==> src/rtl/cla_adder_pipe.sv <==
// cla_adder_pipe: pipelined carry-lookahead adder, one BLOCK-bit group per stage.
// Optional subtract mode is compiled in with `define CLA_SUB_EN.
module cla_adder_pipe #(
   parameter int WIDTH = 16,
   parameter int BLOCK = 4
) (
   input  logic             clk,
   input  logic             rst_n,
   input  logic             in_valid,
   output logic             in_ready,
   input  logic [WIDTH-1:0] a,
   input  logic [WIDTH-1:0] b,
   input  logic             cin,
`ifdef CLA_SUB_EN
   input  logic             sub,
`endif
   output logic             out_valid,
   input  logic             out_ready,
   output logic [WIDTH-1:0] sum,
   output logic             cout,
   output logic             ovf
);

   localparam int NST = WIDTH / BLOCK;

   // One transaction in flight: valid, group carry, operands, partial sum.
   typedef struct packed {
      logic             v;
      logic             c;
      logic [WIDTH-1:0] a;
      logic [WIDTH-1:0] b;
      logic [WIDTH-1:0] s;
   } stg_t;

   stg_t src;
   stg_t st_q [NST];
   stg_t st_d [NST];
   logic adv;
   logic sub_e;

   // Flat lookahead: each carry is a sum of products of g, p and the group carry-in.
   function automatic logic [BLOCK:0] grp_add(
      input logic [BLOCK-1:0] x,
      input logic [BLOCK-1:0] y,
      input logic             ci
   );
      logic [BLOCK-1:0] g;
      logic [BLOCK-1:0] p;
      logic [BLOCK:0]   c;
      logic             t;
      g = x & y;
      p = x ^ y;
      c = '0;
      c[0] = ci;
      for (int i = 0; i < BLOCK; i++) begin
         t = ci;
         for (int j = 0; j <= i; j++) t = t & p[j];
         c[i+1] = t;
         for (int j = 0; j <= i; j++) begin
            t = g[j];
            for (int m = j + 1; m <= i; m++) t = t & p[m];
            c[i+1] = c[i+1] | t;
         end
      end
      return {c[BLOCK], p ^ c[BLOCK-1:0]};
   endfunction

`ifdef CLA_SUB_EN
   assign sub_e = sub;
`else
   assign sub_e = 1'b0;
`endif

   assign adv      = out_ready | ~out_valid;
   assign in_ready = adv;

   // Incoming operands with the effective B and carry-in already applied.
   always_comb begin
      src   = '0;
      src.v = in_valid;
      src.c = cin ^ sub_e;
      src.a = a;
      src.b = b ^ {WIDTH{sub_e}};
   end

   for (genvar k = 0; k < NST; k++) begin : g_stg
      stg_t           prev;
      stg_t           nxt;
      logic [BLOCK:0] r;

      if (k == 0) begin : g_first
         assign prev = src;
      end else begin : g_next
         assign prev = st_q[k-1];
      end

      assign r = grp_add(prev.a[k*BLOCK +: BLOCK],
                         prev.b[k*BLOCK +: BLOCK], prev.c);

      // Resolve group k and pass everything else along.
      always_comb begin
         nxt                      = prev;
         nxt.c                    = r[BLOCK];
         nxt.s[k*BLOCK +: BLOCK]  = r[BLOCK-1:0];
      end

      assign st_d[k] = nxt;
   end

   // Whole pipeline advances together; a stall freezes every stage.
   always_ff @(posedge clk or negedge rst_n) begin
      if (!rst_n) begin
         for (int k = 0; k < NST; k++) st_q[k] <= '0;
      end else if (adv) begin
         for (int k = 0; k < NST; k++) st_q[k] <= st_d[k];
      end
   end

   assign out_valid = st_q[NST-1].v;
   assign sum       = st_q[NST-1].s;
   assign cout      = st_q[NST-1].c;
   assign ovf       = (st_q[NST-1].a[WIDTH-1] == st_q[NST-1].b[WIDTH-1]) &&
                      (st_q[NST-1].s[WIDTH-1] != st_q[NST-1].a[WIDTH-1]);

endmodule

==> config.mk <==
export PLATFORM = sky130hd
export DESIGN_NAME = cla_adder_pipe
export DESIGN_NICKNAME = d
export VERILOG_FILES = /design/src/rtl/cla_adder_pipe.sv
export SDC_FILE = /design/constraint.sdc
export NUM_CORES = 1
export LEC_CHECK = 0
export CORE_MARGIN = 2
export CORE_UTILIZATION = 50
export CTS_BUF_LIST = sky130_fd_sc_hd__clkbuf_8 sky130_fd_sc_hd__clkbuf_16
export DETAILED_ROUTE_END_ITERATION = 10
export HOLD_SLACK_MARGIN = 0.05
export PLACE_DENSITY = 0.81
export SETUP_SLACK_MARGIN = 0.05
export SKIP_LAST_GASP = 1
export SLEW_MARGIN = 0
export SYNTH_ARGS = -nofsm -noshare
export SYNTH_HDL_FRONTEND = slang
export SYNTH_SLANG_ARGS = --single-unit
==> constraint.sdc <==
create_clock -name clk -period 1.7 [get_ports clk]
set_input_delay 0.34 -clock clk [delete_from_list [all_inputs] [get_ports clk]]
set_output_delay 0.34 -clock clk [all_outputs]
set_load 0.005 [all_outputs]
==> impl_metrics.tcl, run 1 <==
set metrics [dict create \
    outcome "complete, no violations" \
    die_y_um 98.8 \
    dieArea_mm2 0.00976 \
    avgSynthCellArea_um2 9.50 \
    dp_hpwl_um 5530 \
    fin_nets 588 \
    crit_chain "ha_1 -> ha_2 -> o211a_1 -> o21a_1 -> o31a_1" \
    antenna_found_initial 0 \
    clk_pin_slew_ns 0.10 \
    core_mm2 0.00872 \
    r2r_start "g_stg[1].nxt[20]" \
    overflow 0 \
    cts_root_buf "clkbuf_8" \
    critPathSlowestCell "dfrtp_1" \
    start_kind "register" \
    p_leak_nw 2.76 \
    synth_top_family_by_area "simple AND/OR/NAND/NOR gates" \
    cts_max_path_buffers 2 \
    placed_cell_area_mm2 0.00509 \
    cp.depth 5 \
    min_period_over_period_pct 97.5 \
    r2r_cells 5 \
    tritoncts "yes" \
    drtAntennaViolNets 0 \
    insertion_delay_ns 0.36 \
    cp_max_fo 2 \
    synth_compound_area_share_pct 6.69 \
    timing.reg2reg.setup_slack_ns 0.04 \
    muxShareOfSynthArea_pct 0 \
    irDropWorstVdd_mv 0.845 \
    slew_viol_final 0 \
    synth.cell_area_mm2 0.00449 \
    routedWlPerCell_um 12.5 \
    multi_input_area_mm2 0.00173 \
    final_cells 640 \
    antenna_cells 0 \
    crit_type "reg2reg" \
    vias_per_cell 4.92 \
    yosys.area_share.simple_pct 23.5 \
    wl_um 7970 \
    grt_pass1_vias 3229 \
    r2r_end "g_stg[2].prev[48]" \
    cp.arrival_ns 1.90 \
    powerDensity_mw_per_mm2 1650 \
    numPortBuffers 56 \
    dr.pass1.iters 6 \
    grt_pass1_wl_um 14400 \
    synth-seq-cells 98 \
    yosysSeqAreaShare_pct 54.6 \
    relSlewSlack_pct 74.6 \
    initial_core_util_pct 51.5 \
    rows 34 \
    setup_viol 0 \
    hold_violations 0 \
    utilization_pct 60.6 \
    dr.first_iter.drc_count 108 \
    grt_util_all_layers_pct 18.2 \
    cp_num_buf_inv 0 \
    layout-drive-gt1-share_pct 9.21 \
    max_stage_delay_ns 0.40 \
    pin_count 57 \
    drc 0 \
    ys_warn_count 0 \
    vias 3150 \
    seq_area_mm2 0.00245 \
    gp_congestion 0.788 \
    die_width_um 98.8 \
    cp-end-kind "register" \
    fin_tns_setup_ns 0 \
    fin_crit_ns 1.66 \
    grt_max_degree 56 \
    worst_slew_pin_slew_ns 0.381 \
    area_delta_synth_final_pct 17.7 \
    syn-num-nets 534 \
    max_freq_ghz 0.603 \
    final_cell_area_mm2 0.00529 \
    fillerInstances 735 \
    grt_setup_unrepaired "true" \
    yosysUniqueCellTypes 20 \
    h-tree-depth 3 \
    cap_violations 0 \
    cpLargestDelayFamily "compound AO/OA/AOI/OAI gates" \
    cts_inserted_buffers 9 \
    synthCells 473 \
    skew_ns 0.0107 \
    synthXorXnorAreaFrac_pct 0.780 \
    cts.sinks 98 \
    worstPathRequired_ns 1.94 \
    hold_class "in2async" \
    dp_cells 621 \
    synth_fa_ha_area_share_pct 7.35 \
]
where the power goes:
group          internal, W  switching [W]
clock network     0.000531       0.000810
logic              0.00174        0.00171
registers          0.00334       0.000574
cell usage after synthesis:
master,count,area share (%)
a21o_1,4,0.67
o31a_1,4,0.78
buf_4,25,4.2
fa_1,4,1.8
nor2_1,1,0.083
ha_1,20,5.6
nand2_1,257,21
o21ai_0,5,0.56
buf_2,1,0.11
nor3_1,8,0.89
nor2b_4,1,0.31
xnor2_1,4,0.78
nand2b_1,5,0.70
o31ai_1,4,0.67
o21a_1,12,2.0
o211a_1,4,0.89
dfrtp_1,98,55
inv_2,1,0.083
buf_6,11,2.8
o31ai_2,4,1.1
worst max path at each step:
| stage | slack (ns) | from | to |
|---|---|---|---|
| 6_report | 0.04 | g_stg[1].nxt[20] | g_stg[2].prev[48] |
| 5_1_grt | -0.04 | g_stg[1].nxt[20] | g_stg[2].prev[48] |
| 4_1_cts | 0.03 | g_stg[1].nxt[36] | g_stg[2].prev[48] |
| 3_5_place_dp | -0.42 | a[0] | g_stg[1].prev[48] |
| 3_3_place_gp | -0.34 | a[0] | g_stg[1].prev[48] |
| 2_1_floorplan | 0.06 | g_stg[3].nxt[28] | cout |
routing by layer:
layer | up-vias | global-route usage, % | share of wire [%]
met5 | - | 0 | 0
li1 | 1593 | - | -
met1 | 1467 | 24.8 | 46
met3 | 18 | 4.33 | 4.0
met4 | 0 | 5.90 | 1.9
met2 | 72 | 29.0 | 48
through the flow:
stage	worst slack, ns	power, W	hold slack, ns
final	0.0429	0.00870	0.437
after global routing	-0.0400	0.00953	0.445
after CTS	0.0287	0.00879	0.439
after detailed placement	-0.421	0.00741	0.288
after global placement	-0.343	0.00725	0.280
after floorplan	0.0580	0.00646	0.0444
final cells by class:
type / count / area share (%)
timing repair buffer: 80 / 15.1
clock buffer: 9 / 2.34
inverter: 1 / 0.0710
clock inverter: 7 / 0.852
tap: 108 / 2.56
multi-input combinational: 337 / 32.7
sequential: 98 / 46.4
timing repair:
action                                  in CTS  in global routing
pin swaps                                    6                  4
endpoints found under the setup margin       8                  9
hold buffers                                 1                  0
setup buffers                                1                  1
resized for setup                            8                  4
endpoints found under the hold margin       25                  0
cells by family (layout without fill, tap and decap cells):
group,count (synthesis),after routing
AO/OA/AOI/OAI,37,37
XOR/XNOR,4,4
adder cells (fa/ha/maj),24,24
buffers and inverters,38,97
flip-flops,98,98
AND/OR/NAND/NOR,272,272
cells in the final DEF (no fill, tap or decap):
| cell | instances |
|---|---|
| o21ai_0 | 4 |
| clkinv_2 | 3 |
| inv_2 | 1 |
| clkbuf_8 | 9 |
| ha_2 | 3 |
| dlymetal6s2s_1 | 2 |
| clkdlybuf4s50_1 | 49 |
| dlygate4sd3_1 | 1 |
| buf_12 | 5 |
| dlygate4sd2_1 | 3 |
| o21ai_1 | 1 |
| clkbuf_2 | 1 |
| xnor2_1 | 4 |
| nor2_1 | 1 |
| o31ai_2 | 4 |
| clkinv_4 | 2 |
| fa_1 | 4 |
| ha_1 | 17 |
| nand2_1 | 257 |
| inv_1 | 1 |
| nor3_1 | 8 |
| o21a_1 | 12 |
| dfrtp_1 | 98 |
| nand2b_1 | 5 |
| inv_6 | 1 |
| o31a_1 | 4 |
| a21o_1 | 4 |
| buf_4 | 19 |
| o31ai_1 | 4 |
| nor2b_4 | 1 |
| o211a_1 | 4 |
flip-flops by register name (all words and copies together), names as in the netlist:
| register | cells |
|---|---|
| out_valid | 1 |
| sum | 16 |
| cout | 1 |
| g_stg.prev | 3 |
| st_q | 2 |
| g_stg.nxt | 75 |
Power figures use the tool's default switching activity.
==> run 2, diff against run 1 <==
--- a/config.mk
+++ b/config.mk
@@ -11,7 +11,7 @@
 export DETAILED_ROUTE_END_ITERATION = 10
 export HOLD_SLACK_MARGIN = 0.05
 export PLACE_DENSITY = 0.81
-export SETUP_SLACK_MARGIN = 0.05
+export SETUP_SLACK_MARGIN = 0.1
 export SKIP_LAST_GASP = 1
 export SLEW_MARGIN = 0
 export SYNTH_ARGS = -nofsm -noshare
==> run 2 against run 1 <==
- wire length increased by 5.7%
- cell count increased by 1.1%
- clock power increased by 8%
- combinational power increased by 5.8%
- setup slack got worse by 0.0064 ns
- critical path type unchanged
==> impl_metrics.tcl, run 2 (synthesis results as in run 1) <==
set metrics [dict create \
    outcome "complete, no violations" \
    grt_max_degree 53 \
    cts_root_buf "clkbuf_8" \
    initial_core_util_pct 51.5 \
    layout-drive-gt1-share_pct 11.5 \
    cap_violations 0 \
    grt_pass1_vias 3139 \
    grt_setup_unrepaired "true" \
    die_y_um 98.8 \
    overflow 0 \
    fillerInstances 738 \
    wl_um 8430 \
    placed_cell_area_mm2 0.00508 \
    setup_slack_ns 0.0365 \
    drtAntennaViolNets 0 \
    p_int_w 0.00581 \
    dp_hpwl_um 5800 \
    crit_type "reg2reg" \
    fin_crit_ns 1.66 \
    cp.arrival_ns 1.90 \
    drc 0 \
    worst_slew_pin_slew_ns 0.503 \
    p_clk_share_pct 16.0 \
    h-tree-depth 3 \
    worstPathRequired_ns 1.94 \
    irDropWorstVdd_mv 0.828 \
    relSlewSlack_pct 66.5 \
    antenna_cells 0 \
    p_leak_nw 2.90 \
    cts_max_path_buffers 2 \
    die_width_um 98.8 \
    antenna_found_initial 0 \
    hold_class "reg2reg" \
    setup_viol 0 \
    power_w 0.00904 \
    hold_violations 0 \
    cp-end-kind "register" \
    fin_tns_setup_ns 0 \
    power.share.sequential_pct 43.5 \
    dr.pass1.iters 4 \
    fin_nets 595 \
    layout_common_cells "257 x nand2_1, 98 x dfrtp_1, 38 x clkdlybuf4s50_1" \
    final_cell_area_mm2 0.00540 \
    dr.first_iter.drc_count 151 \
    insertion_delay_ns 0.37 \
    start_kind "register" \
    dp_slack_ns -0.424 \
    vias 3180 \
    gp_congestion 0.815 \
    p_comb_share_pct 40.4 \
    skew_ns 0.0129 \
    grt_util_all_layers_pct 18.3 \
    clk_pin_slew_ns 0.09 \
    core_mm2 0.00872 \
    cp_max_fo 2 \
    tritoncts "yes" \
    powerDensity_mw_per_mm2 1670 \
    max_freq_ghz 0.601 \
    slew_viol_final 0 \
    cts.sinks 98 \
    dieArea_mm2 0.00976 \
    min_period_over_period_pct 97.9 \
    utilization_pct 61.9 \
    pin_count 57 \
    final_common_cell "nand2_1" \
    largest_reg_flops 75 \
    rows 34 \
    cts_inserted_buffers 9 \
    p_switching_w 0.00322 \
    p_sw_share_pct 35.7 \
    grt_pass1_wl_um 14300 \
    routedWlPerCell_um 13.0 \
    area_delta_synth_final_pct 20.3 \
    vias_per_cell 4.91 \
    numPortBuffers 56 \
]
run 2: final cells by class:
class	count	area [um^2]	share of cell area, %
clock buffers	12	165	3.06
multi-input cells	337	1770	32.7
flip-flops and latches	98	2450	45.4
clock inverters	4	26.3	0.486
repair buffers	87	853	15.8
inverters	1	3.75	0.0695
well taps	108	135	2.50
run 2: through the flow:
stage          instances  hold WS, ns
6_report             647        0.464
4_1_cts              638        0.467
3_5_place_dp         620        0.328
3_3_place_gp         620        0.322
5_1_grt              647        0.498
2_1_floorplan        473       0.0444
run 2: metal layers:
metal	wire length, um	track usage (%)	vias up
met5	0	0	-
met4	138	6.74	0
met3	367	4.11	13
met2	4130	30.3	61
met1	3790	23.7	1508
li1	-	-	1598
run 2: what timing repair did:
action,4_1_cts,5_1_grt
hold buffers,1,0
endpoints found under the setup margin,13,23
setup buffers,1,9
hold endpoints to repair,33,0
resized for setup,12,17
pin swaps,0,5
run 2: critical path, cell delays in order, from the launching register on:
cell and delay [ns]:
dfrtp_1 0.39, ha_1 0.30, ha_2 0.18, o211a_1 0.22, o21a_1 0.20, o31a_1 0.26
run 2: path summary, 6_finish.rpt:
path                                   from           endpoint  slack, ns  cells past startpoint
max                        g_stg[2].nxt[40]  g_stg[3].prev[48]       0.04                      5
min                        g_stg[1].nxt[28]   g_stg[2].nxt[28]       0.46                      2
max reg2reg                g_stg[2].nxt[40]  g_stg[3].prev[48]       0.04                      5
min reg2reg                g_stg[1].nxt[28]   g_stg[2].nxt[28]       0.46                      2
max in group asynchronous             rst_n   g_stg[3].nxt[46]       0.68                      3
min in group asynchronous             rst_n             sum[5]       0.47                      2
run 2: power groups by stage:
stage	Clock, W	Combinational (W)	Sequential (W)
finish	0.00145	0.00365	0.00393
CTS	0.00148	0.00347	0.00394
floorplan	0	0.00264	0.00383
global route	0.00158	0.00415	0.00405
detailed placement	0	0.00345	0.00398
global placement	0	0.00328	0.00393
==> run 3, diff against run 2 <==
--- a/config.mk
+++ b/config.mk
@@ -9,7 +9,6 @@
 export CORE_UTILIZATION = 50
 export CTS_BUF_LIST = sky130_fd_sc_hd__clkbuf_8 sky130_fd_sc_hd__clkbuf_16
 export DETAILED_ROUTE_END_ITERATION = 10
-export HOLD_SLACK_MARGIN = 0.05
 export PLACE_DENSITY = 0.81
 export SETUP_SLACK_MARGIN = 0.1
 export SKIP_LAST_GASP = 1
==> results of run 3 <==
Final layout, timing and power as in run 2 (identical DEF).
==> edit: new RTL, config.mk and constraints of run 1 <==
The parameter `BLOCK` goes from 4 to 8.
--- a/src/rtl/cla_adder_pipe.sv
+++ b/src/rtl/cla_adder_pipe.sv
@@ -3,5 +3,5 @@
 module cla_adder_pipe #(
    parameter int WIDTH = 16,
-   parameter int BLOCK = 4
+   parameter int BLOCK = 8
 ) (
    input  logic             clk,
Check against the original RTL: not equivalent (a bounded check fails within 4 cycles, from zero or initial values and one cycle with rst_n low).
==> edit against run 1 <==
The flow now finishes with violations (setup timing); power shrank 56%; synthesized cell count shrank 43%; sequential cell count shrank 52; sequential power shrank 61%; non-clock buffer count grew 19; worst setup slack lost 0.22 ns; routed wire length shrank 26%; synthesized area shrank 44%; design area shrank 31%; critical path type unchanged; largest cell class is now multi-input gates; highest routed layer unchanged.
==> edit: results (changes against run 1) <==
Placed design
  – Dpl hpwl: 3990 um (-28%)
  – Routability Congestion: 0.843 (+7.0%)
  – DP Worst Slack: -0.678 ns (-0.257 ns)

Global route
  – Total track usage: 22.2% (+4.0 points)
  – Initial antenna violation count: 0 (unchanged)
  – Vias in the first global route: 2101 (-35%)
  – Pin count of the biggest net entering global routing: 29 (-48%)
  – Global-route wire length before repair: 9530 um (-34%)

Run status
  – Violated checks: setup timing
  – Outcome: finished, violations left

Layout
  – Share of layout cells above drive strength 1: 22.8% (+14 points)
  – Fin nets: 407 (-31%)
  – Max reg flops: 25 (-67%)
  – FILL cells: 343 (-53%)

Synth
  – Seq/Total Area, Yosys: 45.5% (-9.1 points)
  – Yosys cell types: 32 (+60%)
  – Mapped Nets: 327 (-39%)
  – Adder-cell share of the synthesized area: 10.5% (+3.1 points)
  – Largest cells by area after synthesis: dfrtp_1 (46%), nand2_1 (15%), ha_1 (8.9%), buf_4 (4.8%), a2111oi_4 (2.2%)
  – Mux cell area share after synthesis: 0.792% (+0.79 points)
  – Synth top cells by count: nand2_1 (99), dfrtp_1 (46), ha_1 (18), buf_4 (16), a21oi_1 (10)
  – Synth Area in XOR/XNOR: 2.08% (+1.3 points)

Timing
  – Slew @ Worst Pin: 0.435 ns (+0.0545 ns)
  – Final WS setup: -0.174 ns (-0.217 ns)
  – Skew final: 0.00771 ns (-0.00304 ns)
  – Setup TNS: -0.612 ns (-0.612 ns)
  – Final setup violating endpoints: 5 (+5)

Worst setup path
  – CP max stage delay: 0.42 ns (+0.02 ns)
  – Critical path arrival: 2.07 ns (+0.17 ns)
  – Max FO, Critical Path: 5 (+3)

Clock network
  – # H-tree levels: 2 (-1)
  – Clk_lat worst skew: 0.30 ns (-0.06 ns)
  – Total CTS buffers: 5 (-4)

Pwr
  – P_leak: 0.00171 uW (-38%)
  – Max VDD drop: 529 uV (-37%)

Routing
  – Pre-Repair DR Iteration Count: 4 (-2)
  – Routed vias: 2185 (-31%)
  – Routed WL: 5900 um (-26%)

Min path
  – Hold Path Class: reg2reg
==> edit: changes by cell type after synthesis, moves of 9 or more <==
cell     delta
o21a_1     -10
dfrtp_1    -52
a21oi_1    +10
buf_6      -11
buf_4       -9
nand2_1   -158
==> edit: final timing paths <==
| check | from | to | slack [ns] | depth (start not counted) |
|---|---|---|---|---|
| max | g_stg[1].nxt[24] | sum[14] | -0.17 | 7 |
| min | g_stg[1].nxt[49] | g_stg[1].nxt[49] | 0.46 | 2 |
| max reg2reg | g_stg[1].nxt[24] | sum[14] | -0.17 | 7 |
| min reg2reg | g_stg[1].nxt[49] | g_stg[1].nxt[49] | 0.46 | 2 |
| max in group asynchronous | rst_n | sum[12] | 0.69 | 3 |
| min in group asynchronous | rst_n | g_stg[1].nxt[24] | 0.51 | 2 |
==> edit: metrics by stage <==
stage	power, uW	area [sq um]	utilization [%]	std cells
floorplan	2340	2570	-	270
global placement	2820	3320	69.3	401
detailed placement	2870	3320	69.3	401
CTS	3770	3570	74.6	415
global route	4060	3640	76.1	418
finish	3830	3640	76.1	418
==> edit: what timing repair did <==
action | CTS | global route
hold buffers | 1 | 0
pin swaps | 14 | 17
gates resized for setup | 35 | 12
endpoints found under the hold margin | 18 | 0
setup endpoints to repair | 12 | 10
gates cloned | 0 | 0
setup buffers | 5 | 3
==> edit: area by class of cell <==
| class | count | area (sq um) | share of cell area, % |
|---|---|---|---|
| clock buffer | 5 | 68.8 | 1.89 |
| clock inverter | 3 | 41.3 | 1.13 |
| inverter | 5 | 18.8 | 0.515 |
| multi-input combinational | 193 | 1390 | 38.1 |
| sequential | 46 | 1150 | 31.6 |
| tap | 67 | 83.8 | 2.30 |
| timing repair buffer | 99 | 888 | 24.4 |
==> edit: cells by family (layout without fill, tap and decap cells) <==
family,count (synthesis),count (layout)
buffers and inverters,31,112
adder cells (fa/ha/maj),20,20
flip-flops,46,46
AND/OR/NAND/NOR,124,124
XOR/XNOR,6,6
multiplexers,2,2
AO/OA/AOI/OAI,41,41
==> edit: worst register-to-register path, cell delays in order, from the launching register on <==
cell and delay, ns:
dfrtp_1 0.42, ha_4 0.26, ha_4 0.16, o21ai_4 0.15, a2111oi_4 0.10, buf_4 0.18
a2111o_1 0.38, o221a_1 0.12
==> edit: per-layer routing <==
layer	track usage, %	vias up	wire [um]
met4	7.54	0	130
met1	28.7	1050	2420
met2	37.7	77	3080
li1	-	1044	-
met3	3.88	14	270
met5	0	-	0
==> edit: report_power, final <==
| group | leakage [uW] | internal (uW) | total [uW] | switching [uW] |
|---|---|---|---|---|
| sequential | 0.000544 | 1350 | 1510 | 159 |
| combinational | 0.00111 | 858 | 1520 | 664 |
| clock | 0.0000556 | 433 | 799 | 366 |
